--- src/rtl/multiplexor_arbitrado_pkg.sv ---
// Shared constants for the arbitrated multiplexer and the control unit that drives Modo.
// The control unit imports the same package, so both sides agree on the Modo encoding.
package multiplexor_arbitrado_pkg;

    localparam logic MODO_FIJO = 1'b0;
    localparam logic MODO_RR   = 1'b1;

    typedef logic modo_t;

endpackage : multiplexor_arbitrado_pkg

--- src/rtl/arbitro_round_robin.sv ---
// Round-robin arbiter: one-hot grant to the first requester at or above puntero, wrapping around.
// The wrap is resolved by scanning a doubled request vector whose lower copy is masked below puntero.
module arbitro_round_robin #(
    parameter  int CANALES = 4,
    localparam int SEL_W   = $clog2(CANALES)
) (
    input  logic [CANALES-1:0] solicitudes,
    input  logic [SEL_W-1:0]   puntero,
    input  logic               habilitar,
    output logic [CANALES-1:0] concesion
);

    logic [2*CANALES-1:0] doble_s;
    logic [2*CANALES-1:0] mascara_s;
    logic [2*CANALES-1:0] enmascarada_s;
    logic [2*CANALES-1:0] primera_s;

    // Upper copy stays unmasked so a request below puntero is still found after the wrap.
    always_comb begin
        mascara_s = '0;
        for (int j = 0; j < 2*CANALES; j++) begin
            mascara_s[j] = (j >= CANALES) || (j >= int'(puntero));
        end
        doble_s       = {solicitudes, solicitudes};
        enmascarada_s = doble_s & mascara_s;
        primera_s     = enmascarada_s & (~enmascarada_s + (2*CANALES)'(1));
    end

    // Fold both halves back onto the channel range; only one bit of primera_s can be set.
    always_comb begin
        concesion = '0;
        if (habilitar) begin
            concesion = primera_s[CANALES-1:0] | primera_s[2*CANALES-1:CANALES];
        end else begin
            concesion = '0;
        end
    end

endmodule : arbitro_round_robin

--- src/rtl/multiplexor_arbitrado.sv ---
// N-channel, W-bit multiplexer with valid/ready on every channel and a single registered output slot.
// The source is picked by a fixed selector or by a round-robin arbiter; one word per cycle, one cycle latency.
module multiplexor_arbitrado
    import multiplexor_arbitrado_pkg::*;
#(
    parameter  int ANCHO   = 16,
    parameter  int CANALES = 4,
    localparam int SEL_W   = $clog2(CANALES)
) (
    input  logic                       Reloj,
    input  logic                       Reset,
    input  logic [CANALES*ANCHO-1:0]   Entradas,
    input  logic [CANALES-1:0]         EntradaValida,
    output logic [CANALES-1:0]         EntradaListo,
    input  logic                       Modo,
    input  logic [SEL_W-1:0]           Selector,
    output logic [ANCHO-1:0]           Salida,
    output logic                       SalidaValida,
    input  logic                       SalidaListo,
    output logic [SEL_W-1:0]           CanalSalida
);

    logic [ANCHO-1:0]   salida_d,  salida_q;
    logic               valida_d,  valida_q;
    logic [SEL_W-1:0]   canal_d,   canal_q;
    logic [SEL_W-1:0]   puntero_d, puntero_q;

    logic               carga_s;
    logic [CANALES-1:0] concesion_rr_s;
    logic [CANALES-1:0] listo_s;
    logic [CANALES-1:0] transfer_s;
    logic               hay_transfer_s;
    logic [SEL_W-1:0]   indice_s;
    logic [ANCHO-1:0]   dato_s;

    assign carga_s = !valida_q || SalidaListo;

    arbitro_round_robin #(
        .CANALES (CANALES)
    ) u_arbitro (
        .solicitudes (EntradaValida),
        .puntero     (puntero_q),
        .habilitar   (carga_s),
        .concesion   (concesion_rr_s)
    );

    // Grant vector: in fixed mode ready ignores valid, and an out-of-range selector matches no channel.
    always_comb begin
        listo_s = '0;
        if (Modo == MODO_RR) begin
            listo_s = concesion_rr_s;
        end else begin
            for (int i = 0; i < CANALES; i++) begin
                listo_s[i] = carga_s && (int'(Selector) == i);
            end
        end
    end

    // At most one channel transfers per cycle, so OR-folding is an exact one-hot encode and data select.
    always_comb begin
        transfer_s     = EntradaValida & listo_s;
        hay_transfer_s = |transfer_s;
        indice_s       = '0;
        dato_s         = '0;
        for (int i = 0; i < CANALES; i++) begin
            indice_s = indice_s | (transfer_s[i] ? SEL_W'(i) : '0);
            dato_s   = dato_s | ({ANCHO{transfer_s[i]}} & Entradas[i*ANCHO +: ANCHO]);
        end
    end

    // Output slot and pointer next state; Salida and CanalSalida keep their value once consumed.
    always_comb begin
        salida_d  = salida_q;
        valida_d  = valida_q;
        canal_d   = canal_q;
        puntero_d = puntero_q;
        if (hay_transfer_s) begin
            salida_d = dato_s;
            canal_d  = indice_s;
            valida_d = 1'b1;
            if (Modo == MODO_RR) begin
                puntero_d = (indice_s == SEL_W'(CANALES-1)) ? '0 : indice_s + SEL_W'(1);
            end else begin
                puntero_d = puntero_q;
            end
        end else if (SalidaListo) begin
            valida_d = 1'b0;
        end else begin
            valida_d = valida_q;
        end
    end

    // State registers, cleared asynchronously so a word held at reset is dropped.
    always_ff @(posedge Reloj or posedge Reset) begin
        if (Reset) begin
            salida_q  <= '0;
            valida_q  <= 1'b0;
            canal_q   <= '0;
            puntero_q <= '0;
        end else begin
            salida_q  <= salida_d;
            valida_q  <= valida_d;
            canal_q   <= canal_d;
            puntero_q <= puntero_d;
        end
    end

    assign EntradaListo = listo_s;
    assign Salida       = salida_q;
    assign SalidaValida = valida_q;
    assign CanalSalida  = canal_q;

endmodule : multiplexor_arbitrado

--- config.mk ---
export PLATFORM = sky130hd
export DESIGN_NAME = multiplexor_arbitrado
export DESIGN_NICKNAME = d
export VERILOG_FILES = /design/src/rtl/multiplexor_arbitrado_pkg.sv /design/src/rtl/arbitro_round_robin.sv /design/src/rtl/multiplexor_arbitrado.sv
export SDC_FILE = /design/constraint.sdc
export NUM_CORES = 1
export LEC_CHECK = 0
export CAP_MARGIN = 20
export CORE_MARGIN = 1.5
export CORE_UTILIZATION = 50
export DETAILED_ROUTE_END_ITERATION = 8
export DONT_BUFFER_PORTS = 1
export SLEW_MARGIN = 20
export SYNTH_ARGS = -nofsm -noshare
export SYNTH_HDL_FRONTEND = slang
export SYNTH_SLANG_ARGS = --single-unit
--- constraint.sdc ---
create_clock -name Reloj -period 3 [get_ports Reloj]
set_clock_uncertainty 0.15 [all_clocks]
set_input_delay 0.9 -clock Reloj [delete_from_list [all_inputs] [get_ports Reloj]]
set_output_delay 0.9 -clock Reloj [all_outputs]
set_load 0.05 [all_outputs]
### Word level (Yosys, flattened, before mapping)

Index checks and enable logic that the tools add are counted.
Widths: inputs -> output; s select.

* output and inout bits: 23
* input bits: 74
* word-level logic and storage cells: 45
* register bits: 21

* multiplexer cells: 8
* reductions and logical operators: 10
* equal/unequal tests: 4
* magnitude comparators: 3
* add/subtract/negate cells: 2
* bitwise operators: 14

Operators with widths (number)
* $and 16x16->16: 4
* $or 16x16->16: 3
* $and 8x8->8: 2
* $add 8x1->8 const B: 1
* $mux 4: 2
* $not 8->8: 1
* $eq 2x2->1 const B: 3
* $mux 2: 3
* $and 4x4->4: 1
* $ge 1x2->1 const A: 2
* $logic_and 1x1->1: 4
* $or 4x4->4: 1
* $reduce_or 4->1: 1
* $mux 1: 3
* $add 2x1->2 const B: 1
* $eq 2x1->1 const B: 1
* $ge 2x2->1 const A: 1
* $logic_not 2->1: 1
* $or 1x2->2: 1
* $or 2x2->2: 1
* $reduce_and 2->1: 1
* $reduce_bool 2->1: 1
* $logic_not 1->1: 1
* $logic_or 1x1->1: 1

### Longest topological paths before layout

* word-level depth: 14
* gate-level depth with buffers: 9
* mapped depth without buffers: 6

### Cells and area by module

From an unflattened synthesis, not the netlist that was laid out.

* cells, all modules: 330
* area total of the unflattened synthesis: 2563.7 µm²

Modules (own cells, without submodules)
* multiplexor_arbitrado: instances 1, area each 2452.4 µm², cells each 314, sequential area each 525.5 µm²
* arbitro_round_robin: instances 1, area each 111.4 µm², cells each 16, sequential area each 0.0 µm²

### Worst setup path after synthesis

OpenSTA, ideal clock, no wires.

* path kind: input port to output port
* start point: input port EntradaValida[0]
* end point: output port EntradaListo[1]
* buffers on the path: 0
* path slack: -0.316 ns
* arrival: 2.266 ns
* stages on the path: 3
* required time: 1.950 ns
* path through: nor2b_1 or3_4 a31oi_1

* longest elaborated chain between the ends: 7

RTL lines
* start, declared: line multiplexor_arbitrado.sv:13 `input logic [CANALES-1:0] EntradaValida,`
* $and 8x8->8: line arbitro_round_robin.sv:25 `enmascarada_s = doble_s & mascara_s;`
* $not 8->8: line arbitro_round_robin.sv:26 `primera_s = enmascarada_s & (~enmascarada_s + (2*CANALES)'(1));`
* $add 8x1->8: line arbitro_round_robin.sv:26
* $and 8x8->8: line arbitro_round_robin.sv:26
* $or 4x4->4: line arbitro_round_robin.sv:33 `concesion = primera_s[CANALES-1:0] | primera_s[2*CANALES-1:CANALES];`
* $mux 4: line arbitro_round_robin.sv:32 `if (habilitar) begin`
* $mux 4: line multiplexor_arbitrado.sv:50 `if (Modo == MODO_RR) begin`
* end, declared: line multiplexor_arbitrado.sv:14 `output logic [CANALES-1:0] EntradaListo,`

Every way passes these cells.

### Final worst setup path

* start point: input port EntradaValida[0]
* end point: output port EntradaListo[2]

Same word-level chain as after synthesis.

==> impl_metrics.yaml <==
sta:
  period_share_pct: 96.82
  slew_violations: 0
  hold_violations: 0
  slew_headroom_pct: 48.03
  rsz0062_at_grt: "no"
  fin_ws_ns: 0.09547
  fin_crit_ns: 2.905
  finalSetupTns_ns: 0
  holdWs_ns: 0.4506
  setup_viol: 0
  fmax_mhz: 344.3
  worstMarginPinSlew_ns: 0.7787
worst_setup_path:
  crit_path_end: "EntradaListo[2]"
  critPathLaunchType: "primary input"
  critPathLaunch: "EntradaValida[0]"
  worst-path-max-fanout: 6
  reg2reg_from: "puntero_q[1]"
  cp.arrival_ns: 1.85
  worst-r2r-setup-slack_ns: 0.80
  cp-end-kind: "output port"
  crit_type: "in -> out"
  worstReg2RegEnd: "puntero_q[0]"
  ff2ff_path_depth: 7
  required_ns: 1.95
synth:
  yosysSeqAreaShare_pct: 39.40
  syn-num-nets: 231
  synthCells: 157
  yosys_warnings: 0
  ys_ff_latch: 21
  syn_area_per_cell_sq_um: 8.495
  synth_cell_types: 35
  syn_area_sq_um: 1334
clocking:
  numCtsBuffers: 3
  cts_tree: "yes"
  clk_latency_ns: 0.31
  htree_levels: 1
  root_buffer: "clkbuf_4"
  clock-sinks: 21
  holdBufCountCts: 0
  path_clk_slew_ns: 0.13
  cts_max_path_buffers: 2
route:
  drtIter0Drc: 69
  drc_errors: 0
  vias_per_cell: 6.716
  wire_per_inst_microns: 18.52
  drt-total-wl_microns: 3519
  dr.pass1.iters: 6
  vias: 1276
  drtAntennaViolNets: 0
cells_and_area:
  drive_above_1_share_pct: 16.25
  fillCellCount: 247
  num_antenna_cells: 0
  fin_nets: 235
  area_growth_syn_to_layout_pct: 10.13
pwr:
  cellLeakagePower_nw: 0.5574
  ir_worst_vdd_uv: 638.2
  p_per_area_nw_per_um2: 1177
job:
  maxCapViolCount: 0
global_route:
  grt_max_degree: 22
  grtUsageTotal_pct: 22.38
  grt_overflow: 0
  antenna_found_initial: 0
  grt_pass1_wl_microns: 4726
  grt_pass1_vias: 1011
die:
  die_x_microns: 54.65
  die_h_microns: 54.65
  die-area_sq_um: 2987
  design.core.area_sq_um: 2500
  initial_core_util_pct: 53.35
  rows: 18
  ios: 97
outcome:
  run_status: "completed"
place:
  place_ws_ns: 0.09546
  dp_hpwl_microns: 2647
  numPortBuffers: 0
  place_congestion: 0.8763
hold_path:
  hp-class: "in -> async"
## Yosys cell counts (all sizes together)
cell type,instances,share of area (%)
clkbuf,4,1.1
dfrtp,21,39
or3,2,1.3
o22ai,1,0.47
inv,6,1.7
nor3b,1,0.56
buf,9,4.4
a311oi,1,2.0
a31oi,20,9.4
nand3b,1,0.56
nand4b,1,0.66
o21a,1,0.56
o21bai,1,0.56
nand4,2,0.94
o21ai,6,2.3
o211ai,2,1.1
or4,1,0.56
a222oi,16,12
or2,1,0.47
nand2b,3,1.4
nor2b,4,1.9
a21o,1,0.56
nor2,23,6.5
o31a,1,0.66
a21oi,6,2.5
nand3,1,0.37
nor3,2,0.75
nand2,19,5.3
## registers in the layout (all words and copies together), names as in the netlist
signal and cells:
SalidaValida 1, CanalSalida 2, Salida 16, puntero_q 2
## worst min path at each step
stage,startpoint,endpoint,slack (ns),cells after the start
global route,Modo,puntero_q[0],0.49,1
CTS,Reset,Salida[7],0.48,1
floorplan,puntero_q[0],puntero_q[0],0.42,2
global placement,SalidaValida,SalidaValida,0.50,3
detailed placement,puntero_q[0],puntero_q[0],0.50,2
finish,Reset,Salida[7],0.45,1
## through the flow
stage,cell area [sq um],std cells,power [mW],util (%)
floorplan,1361,157,1.461,-
global placement,1440,186,1.575,57.61
detailed placement,1440,186,1.596,57.61
CTS,1468,190,1.735,58.71
global route,1469,190,1.838,58.76
finish,1469,190,1.729,58.76
## critical path, cell delays in order
cell	delay, ns
or3_1	0.35
o31a_1	0.12
o21ai_0	0.08
a31oi_1	0.14
nor2_4	0.12
buf_12	0.14
## report_power, final
group	switching, mW	leakage, nW	internal [mW]
clock	0.0917	0.0177	0.0498
sequential	0.568	0.245	0.422
combinational	0.343	0.294	0.254
## what timing repair did
item                                    4_1_cts  5_1_grt
endpoints found under the setup margin        0        1
endpoints found under the hold margin         0        0
setup buffers                                 0        0
gates resized for setup                       0        1
## kinds of logic (layout without fill, tap and decap cells)
family | Yosys count | after routing | share of synthesized area (%)
AOI/OAI and AO/OA | 56 | 56 | 32.08
and+or+nand+nor | 61 | 61 | 21.30
DFF | 21 | 21 | 39.40
buffers and inverters | 19 | 22 | 7.222
## cells in the final DEF, fill, tap and decap left out, drive strengths merged
cell	n
a31oi	20
nor3	2
nor2b	4
inv	6
o31a	1
nor3b	1
or4	1
nand4b	1
a21oi	6
o21bai	1
o21ai	6
o211ai	2
a311oi	1
a222oi	16
or2	1
nor2	23
or3	2
a21o	1
nand2	19
clkinv	1
clkbuf	3
nand4	2
dfrtp	21
nand3	1
buf	12
o22ai	1
o21a	1
nand2b	3
nand3b	1
## metal layers
layer / share of wire [%] / vias up / global-route usage [%] / wire length [microns]
li1: - / 603 / - / -
met3: 9.0 / 4 / 4.372 / 318
met5: 0 / - / 0 / 0
met2: 49 / 82 / 34.72 / 1719
met1: 41 / 587 / 30.90 / 1452
met4: 0.82 / 0 / 7.500 / 29
## cell type report
cell class              instances  area (sq um)  share of cell area [%]
flip-flops and latches         21         526.8                   35.86
multi-input cells             117         739.5                   50.34
clock inverters                 1         5.005                  0.3407
clock buffers                   3         22.52                   1.533
repair buffers                 12         115.1                   7.836
well taps                      30         37.54                   2.555
inverters                       6         22.52                   1.533
No activity file was read; power rests on OpenSTA's default activity.
